`src/rtl/eq2_bist_if.sv`:
```
// Handshake and comparator-stimulus bundle for the eq2 BIST sequencer.
// The master modport is the requester/comparator side; the slave modport is the sequencer side.
interface eq2_bist_if;
  logic       start_i;
  logic [1:0] dut_a_o;
  logic [1:0] dut_b_o;
  logic       dut_aeqb_i;
  logic       busy_o;
  logic       done_o;
  logic       pass_o;
  logic [4:0] err_cnt_o;
  logic       fail_valid_o;
  logic [3:0] fail_idx_o;
  logic       fail_resp_o;

  modport master (
    output start_i, dut_aeqb_i,
    input  dut_a_o, dut_b_o, busy_o, done_o, pass_o, err_cnt_o,
           fail_valid_o, fail_idx_o, fail_resp_o
  );

  modport slave (
    input  start_i, dut_aeqb_i,
    output dut_a_o, dut_b_o, busy_o, done_o, pass_o, err_cnt_o,
           fail_valid_o, fail_idx_o, fail_resp_o
  );
endinterface

```
`src/rtl/eq2_bist.sv`:
```
// BIST sequencer: walks all 16 {a,b} vectors through a 2-bit equality comparator and counts mismatches.
// Define EQ2_BIST_CAPTURE_EN to record the first failing vector and its response.
module eq2_bist #(
  parameter int unsigned SETTLE = 2
) (
  input logic       clk,
  input logic       reset_n,
  eq2_bist_if.slave bus
);

  typedef enum logic [1:0] {IDLE, APPLY, SAMPLE, DONE} state_t;

  localparam logic [3:0] SETTLE_LAST = 4'(SETTLE - 1);

  state_t     state_reg, state_next;
  logic [3:0] idx_reg, idx_next;
  logic [3:0] settle_reg, settle_next;
  logic [4:0] err_reg, err_next;
  logic       pass_reg, pass_next;
  logic [1:0] a_reg, a_next;
  logic [1:0] b_reg, b_next;
  logic       mismatch;
  logic       run_next;

  assign mismatch = bus.dut_aeqb_i != (idx_reg[3:2] == idx_reg[1:0]);

  always_ff @(posedge clk or negedge reset_n) begin
    if (!reset_n) begin
      state_reg  <= IDLE;
      idx_reg    <= '0;
      settle_reg <= '0;
      err_reg    <= '0;
      pass_reg   <= 1'b0;
      a_reg      <= '0;
      b_reg      <= '0;
    end else begin
      state_reg  <= state_next;
      idx_reg    <= idx_next;
      settle_reg <= settle_next;
      err_reg    <= err_next;
      pass_reg   <= pass_next;
      a_reg      <= a_next;
      b_reg      <= b_next;
    end
  end

  always_comb begin
    state_next  = state_reg;
    idx_next    = idx_reg;
    settle_next = settle_reg;
    err_next    = err_reg;
    pass_next   = pass_reg;
    case (state_reg)
      IDLE: begin
        if (bus.start_i) begin
          state_next  = APPLY;
          idx_next    = '0;
          settle_next = '0;
          err_next    = '0;
          pass_next   = 1'b0;
        end
      end
      APPLY: begin
        // The vector is held for SETTLE cycles before its one SAMPLE cycle.
        if (settle_reg == SETTLE_LAST) begin
          state_next = SAMPLE;
        end else begin
          settle_next = settle_reg + 4'd1;
        end
      end
      SAMPLE: begin
        if (mismatch) begin
          err_next = err_reg + 5'd1;
        end
        if (idx_reg == 4'd15) begin
          state_next = DONE;
          pass_next  = (err_next == 5'd0);
        end else begin
          state_next  = APPLY;
          idx_next    = idx_reg + 4'd1;
          settle_next = '0;
        end
      end
      DONE: begin
        state_next = IDLE;
      end
      default: begin
        state_next = IDLE;
      end
    endcase

    // Operands follow the next index so they change on the same edge as the vector step.
    run_next = (state_next == APPLY) || (state_next == SAMPLE);
    a_next   = run_next ? idx_next[3:2] : 2'b00;
    b_next   = run_next ? idx_next[1:0] : 2'b00;
  end

  assign bus.dut_a_o   = a_reg;
  assign bus.dut_b_o   = b_reg;
  assign bus.busy_o    = (state_reg == APPLY) || (state_reg == SAMPLE);
  assign bus.done_o    = (state_reg == DONE);
  assign bus.pass_o    = pass_reg;
  assign bus.err_cnt_o = err_reg;

`ifdef EQ2_BIST_CAPTURE_EN
  logic       fail_valid_reg;
  logic [3:0] fail_idx_reg;
  logic       fail_resp_reg;
  logic       clear_fail;
  logic       capture;

  assign clear_fail = (state_reg == IDLE) && bus.start_i;
  assign capture    = (state_reg == SAMPLE) && mismatch && !fail_valid_reg;

  always_ff @(posedge clk or negedge reset_n) begin
    if (!reset_n) begin
      fail_valid_reg <= 1'b0;
      fail_idx_reg   <= '0;
      fail_resp_reg  <= 1'b0;
    end else if (clear_fail) begin
      fail_valid_reg <= 1'b0;
      fail_idx_reg   <= '0;
      fail_resp_reg  <= 1'b0;
    end else if (capture) begin
      fail_valid_reg <= 1'b1;
      fail_idx_reg   <= idx_reg;
      fail_resp_reg  <= bus.dut_aeqb_i;
    end
  end

  assign bus.fail_valid_o = fail_valid_reg;
  assign bus.fail_idx_o   = fail_idx_reg;
  assign bus.fail_resp_o  = fail_resp_reg;
`else
  assign bus.fail_valid_o = 1'b0;
  assign bus.fail_idx_o   = 4'd0;
  assign bus.fail_resp_o  = 1'b0;
`endif

endmodule

```
`src/flat_wrapper.sv`:
```
// flat-port wrapper written by rule: the top's interface ports become plain ports
module eq2_bist_flat 
#(
  parameter int unsigned SETTLE = 2
)
  (clk, reset_n, bus_start_i, bus_dut_aeqb_i, bus_dut_a_o, bus_dut_b_o, bus_busy_o, bus_done_o, bus_pass_o, bus_err_cnt_o, bus_fail_valid_o, bus_fail_idx_o, bus_fail_resp_o);
  eq2_bist_if bus_i ();
  input logic clk;
  input logic reset_n;
  input wire logic [$bits(bus_i.start_i)-1:0] bus_start_i;
  input wire logic [$bits(bus_i.dut_aeqb_i)-1:0] bus_dut_aeqb_i;
  output wire logic [$bits(bus_i.dut_a_o)-1:0] bus_dut_a_o;
  output wire logic [$bits(bus_i.dut_b_o)-1:0] bus_dut_b_o;
  output wire logic [$bits(bus_i.busy_o)-1:0] bus_busy_o;
  output wire logic [$bits(bus_i.done_o)-1:0] bus_done_o;
  output wire logic [$bits(bus_i.pass_o)-1:0] bus_pass_o;
  output wire logic [$bits(bus_i.err_cnt_o)-1:0] bus_err_cnt_o;
  output wire logic [$bits(bus_i.fail_valid_o)-1:0] bus_fail_valid_o;
  output wire logic [$bits(bus_i.fail_idx_o)-1:0] bus_fail_idx_o;
  output wire logic [$bits(bus_i.fail_resp_o)-1:0] bus_fail_resp_o;
  assign bus_i.start_i = bus_start_i;
  assign bus_i.dut_aeqb_i = bus_dut_aeqb_i;
  assign bus_dut_a_o = bus_i.dut_a_o;
  assign bus_dut_b_o = bus_i.dut_b_o;
  assign bus_busy_o = bus_i.busy_o;
  assign bus_done_o = bus_i.done_o;
  assign bus_pass_o = bus_i.pass_o;
  assign bus_err_cnt_o = bus_i.err_cnt_o;
  assign bus_fail_valid_o = bus_i.fail_valid_o;
  assign bus_fail_idx_o = bus_i.fail_idx_o;
  assign bus_fail_resp_o = bus_i.fail_resp_o;
  eq2_bist #(.SETTLE(SETTLE)) u_core (.clk(clk), .reset_n(reset_n), .bus(bus_i));
endmodule
```
`config.mk`:
```
export PLATFORM = sky130hd
export DESIGN_NAME = eq2_bist_flat
export DESIGN_NICKNAME = d
export VERILOG_FILES = /design/src/rtl/eq2_bist_if.sv /design/src/rtl/eq2_bist.sv /design/src/flat_wrapper.sv
export SDC_FILE = /design/constraint.sdc
export NUM_CORES = 1
export LEC_CHECK = 0
export CORE_MARGIN = 2
export CORE_UTILIZATION = 57
export CTS_CLUSTER_DIAMETER = 50
export DETAILED_ROUTE_END_ITERATION = 8
export HOLD_SLACK_MARGIN = 0.12
export PLACE_DENSITY = 0.84
export SYNTH_ARGS = -nofsm -noshare
export SYNTH_HDL_FRONTEND = slang
export SYNTH_SLANG_ARGS = --single-unit
```
`constraint.sdc`:
```
create_clock -name clk -period 4.7 [get_ports clk]
set_clock_uncertainty 0.15 [all_clocks]
set_input_delay 0.94 -clock clk [delete_from_list [all_inputs] [get_ports clk]]
set_output_delay 0.94 -clock clk [all_outputs]
set_load 0.01 [all_outputs]
```
==> metrics.txt <==
maximum clock frequency 366 MHz; worst skew pair latency 310 ps; total power 0.722 mW; CP Launch Point u_core.state_reg[0]; I/O Buffers 15; via/cell ratio 6.15; nets 169; DRT iter0 DRCs 34; Non-Filler Instances 184; vias in the first global route 986; layout cells sized above 1 6.41%; Switching Share 40.3%; top-area cell type share of the netlist area 36.7%; critical path's slowest cell clkdlybuf4s50_1; Distinct cells, synth 42; Max Root-Sink Buffers 2; Die ar. 0.00280 sq mm; Tightest Pin Transition 888 ps; Syn Area/Cell 9.34 sq um; count of final setup violators 0; Comb power frac 47.1%; total length of routed wires 2770 um; first-pass GRT wire length 4360 um; Top Ports 22; min Tclk post-route 2730 ps; routed len/inst 15.1 um; worst vdd ir 0.406 mV; FF-to-FF Start u_core.state_reg[0]; Initial Util 61.1%; largest cells by area after synthesis dfrtp_1, ha_1, mux2i_1; element type at the critical path end output pin; outcome finished, final reports clean; PostCTS Resize Cnt 0; FF+latch count, synth 20; critical setup path kind flip-flop to output pin; row count 17; H-tree depth 1; Place WS 1720 ps; Post-Syn Area 0.00136 sq mm; core area 0.00223 sq mm; cell area after layout 0.00152 sq mm; area grow syn2layout 11.6%; pwr/cell area 475 mW/mm^2; CTS tree built; clk sinks 20; Cell Area, Placed 0.00147 sq mm; share of the yosys chip area belonging to registers 36.7%; post-route ant nets 0; number of max-cap violations 0; largest net degree at the start of global routing 21; RSZ-0062 raised after global routing no; HP Class flip-flop to flip-flop; Post-CTS Hold Fix Bufs 0; yosys warns 0; CP required 3610 ps; Synth area leader dfrtp_1; die width 52.9 um; HPWL after DPL 2010 um; Final Core Density 68.1%; die height 52.9 um; crit path max fanout 4; final hold slack 397 ps; Leakage Power 0.659 nW; clock power share 20.1%; Critical Path Source Type flip-flop; dpl cells 180; drt pass-1 iters 4; Critical Path AT 1640 ps; clock transition at the registers of the reported paths 120 ps; drt drc 0; Crit path largest cell delay 520 ps; Hold Startpoint u_core.settle_reg[3]; Root Driver clkbuf_4; Final WS setup 1970 ps; setup TNS 0 ps; post-CTS setup repair buffer count 0; global route total overflow 0; initial antenna violation count 0; crit-path cells inv_1 > ha_1 > clkdlybuf4s50_1; Max Slew Vio Count 0; Cell Int Power 0.431 mW; vias 1132; GRT Util Overall 21.5%; diode count 0; number of flip-flops in the largest register 5; Filler cells 178; total CTS buffers 3; Placer Congestion 0.881; Switch Pwr 0.291 mW; sequential power share 32.8%; Rel. slew slack 40.6%; Syn Inst Count 146; fin crit share 58.1%; final hold vios 0
## cells by family (layout without fill, tap and decap cells)
group	Yosys count	in the layout	synth area share (%)
xor+xnor	6	6	3.85
fa+ha+maj	8	8	7.34
flops	20	20	36.7
other cells	1	6	0.275
simple gates	49	49	19.7
mux	7	7	5.14
compound gates	34	34	17.8
buf+inv	21	26	9.17
## worst max-delay path, delay by kind of cell, from the launching register on
| kind | cells | cell delay (ps) |
|---|---|---|
| flip-flops | 1 | 430 |
| buffers and inverters | 2 | 620 |
| adder cells (fa/ha/maj) | 1 | 280 |
## synthesized netlist by cell type
library cell  count
dfrtp_1          20
o21ai_0          13
nand3_1          10
nand2_1           9
ha_1              8
buf_4             7
inv_1             7
mux2i_1           7
nor3_1            7
nor2_1            6
a21oi_1           5
nor2b_1           4
clkbuf_1          3
o21a_1            3
xnor2_1           3
xor2_1            3
a21boi_0          2
nand2b_1          2
nor3b_2           2
nor4_1            2
o31ai_1           2
a2111oi_4         1
a221o_1           1
a22o_1            1
a31oi_1           1
and2_1            1
and2b_1           1
and3_2            1
and4_2            1
buf_2             1
buf_6             1
clkbuf_2          1
clkbuf_8          1
conb_1            1
nand3b_1          1
nor3b_1           1
o21ai_1           1
o22a_1            1
o2bb2ai_1         1
o32ai_1           1
o41ai_2           1
or3_1             1
## power groups by stage
stage                     registers (mW)  clock network (mW)  logic, mW
final                              0.237               0.145      0.340
after global routing               0.242               0.151      0.374
after CTS                          0.237               0.146      0.336
after detailed placement           0.240                   0      0.333
after global placement             0.237                   0      0.321
after floorplan                    0.236                   0      0.261
## layer usage
metal	up-vias	share of wire [%]	track usage [%]
met5	-	0	0
met4	0	1.7	8.55
met3	8	7.3	3.67
met2	54	50	36.9
met1	541	40	26.6
li1	529	-	-
## layout make-up
class | instances | area (sq um) | share of cell area [%]
multi-input cells | 110 | 757 | 49.8
flip-flops and latches | 20 | 500 | 32.9
repair buffers | 15 | 150 | 9.87
well taps | 28 | 35.0 | 2.30
clock inverters | 1 | 30.0 | 1.97
inverters | 7 | 26.3 | 1.73
clock buffers | 3 | 22.5 | 1.48
## final timing paths
check / end / slack [ps] / cells after the start
setup / recovery: bus_busy_o / 1970 / 3
hold / removal: u_core.settle_reg[3] / 400 / 1
setup reg to reg: u_core.bus.err_cnt_o[3] / 2330 / 7
hold reg to reg: u_core.settle_reg[3] / 400 / 1
max in group asynchronous: u_core.idx_reg[0] / 2890 / 1
min in group asynchronous: u_core.settle_reg[2] / 970 / 1
## cells in the final DEF (no fill, tap or decap), types with 4 or more instances in the layout
cell type,netlist,routed
clkdlybuf4s50_1,0,15
nand2_1,9,9
a21oi_1,5,5
inv_1,7,7
nor2b_1,4,4
nor3_1,7,7
o21ai_0,13,13
mux2i_1,7,7
conb_1,1,6
nor2_1,6,6
nand3_1,10,10
ha_1,8,8
dfrtp_1,20,20
Power figures use the tool's default switching activity.
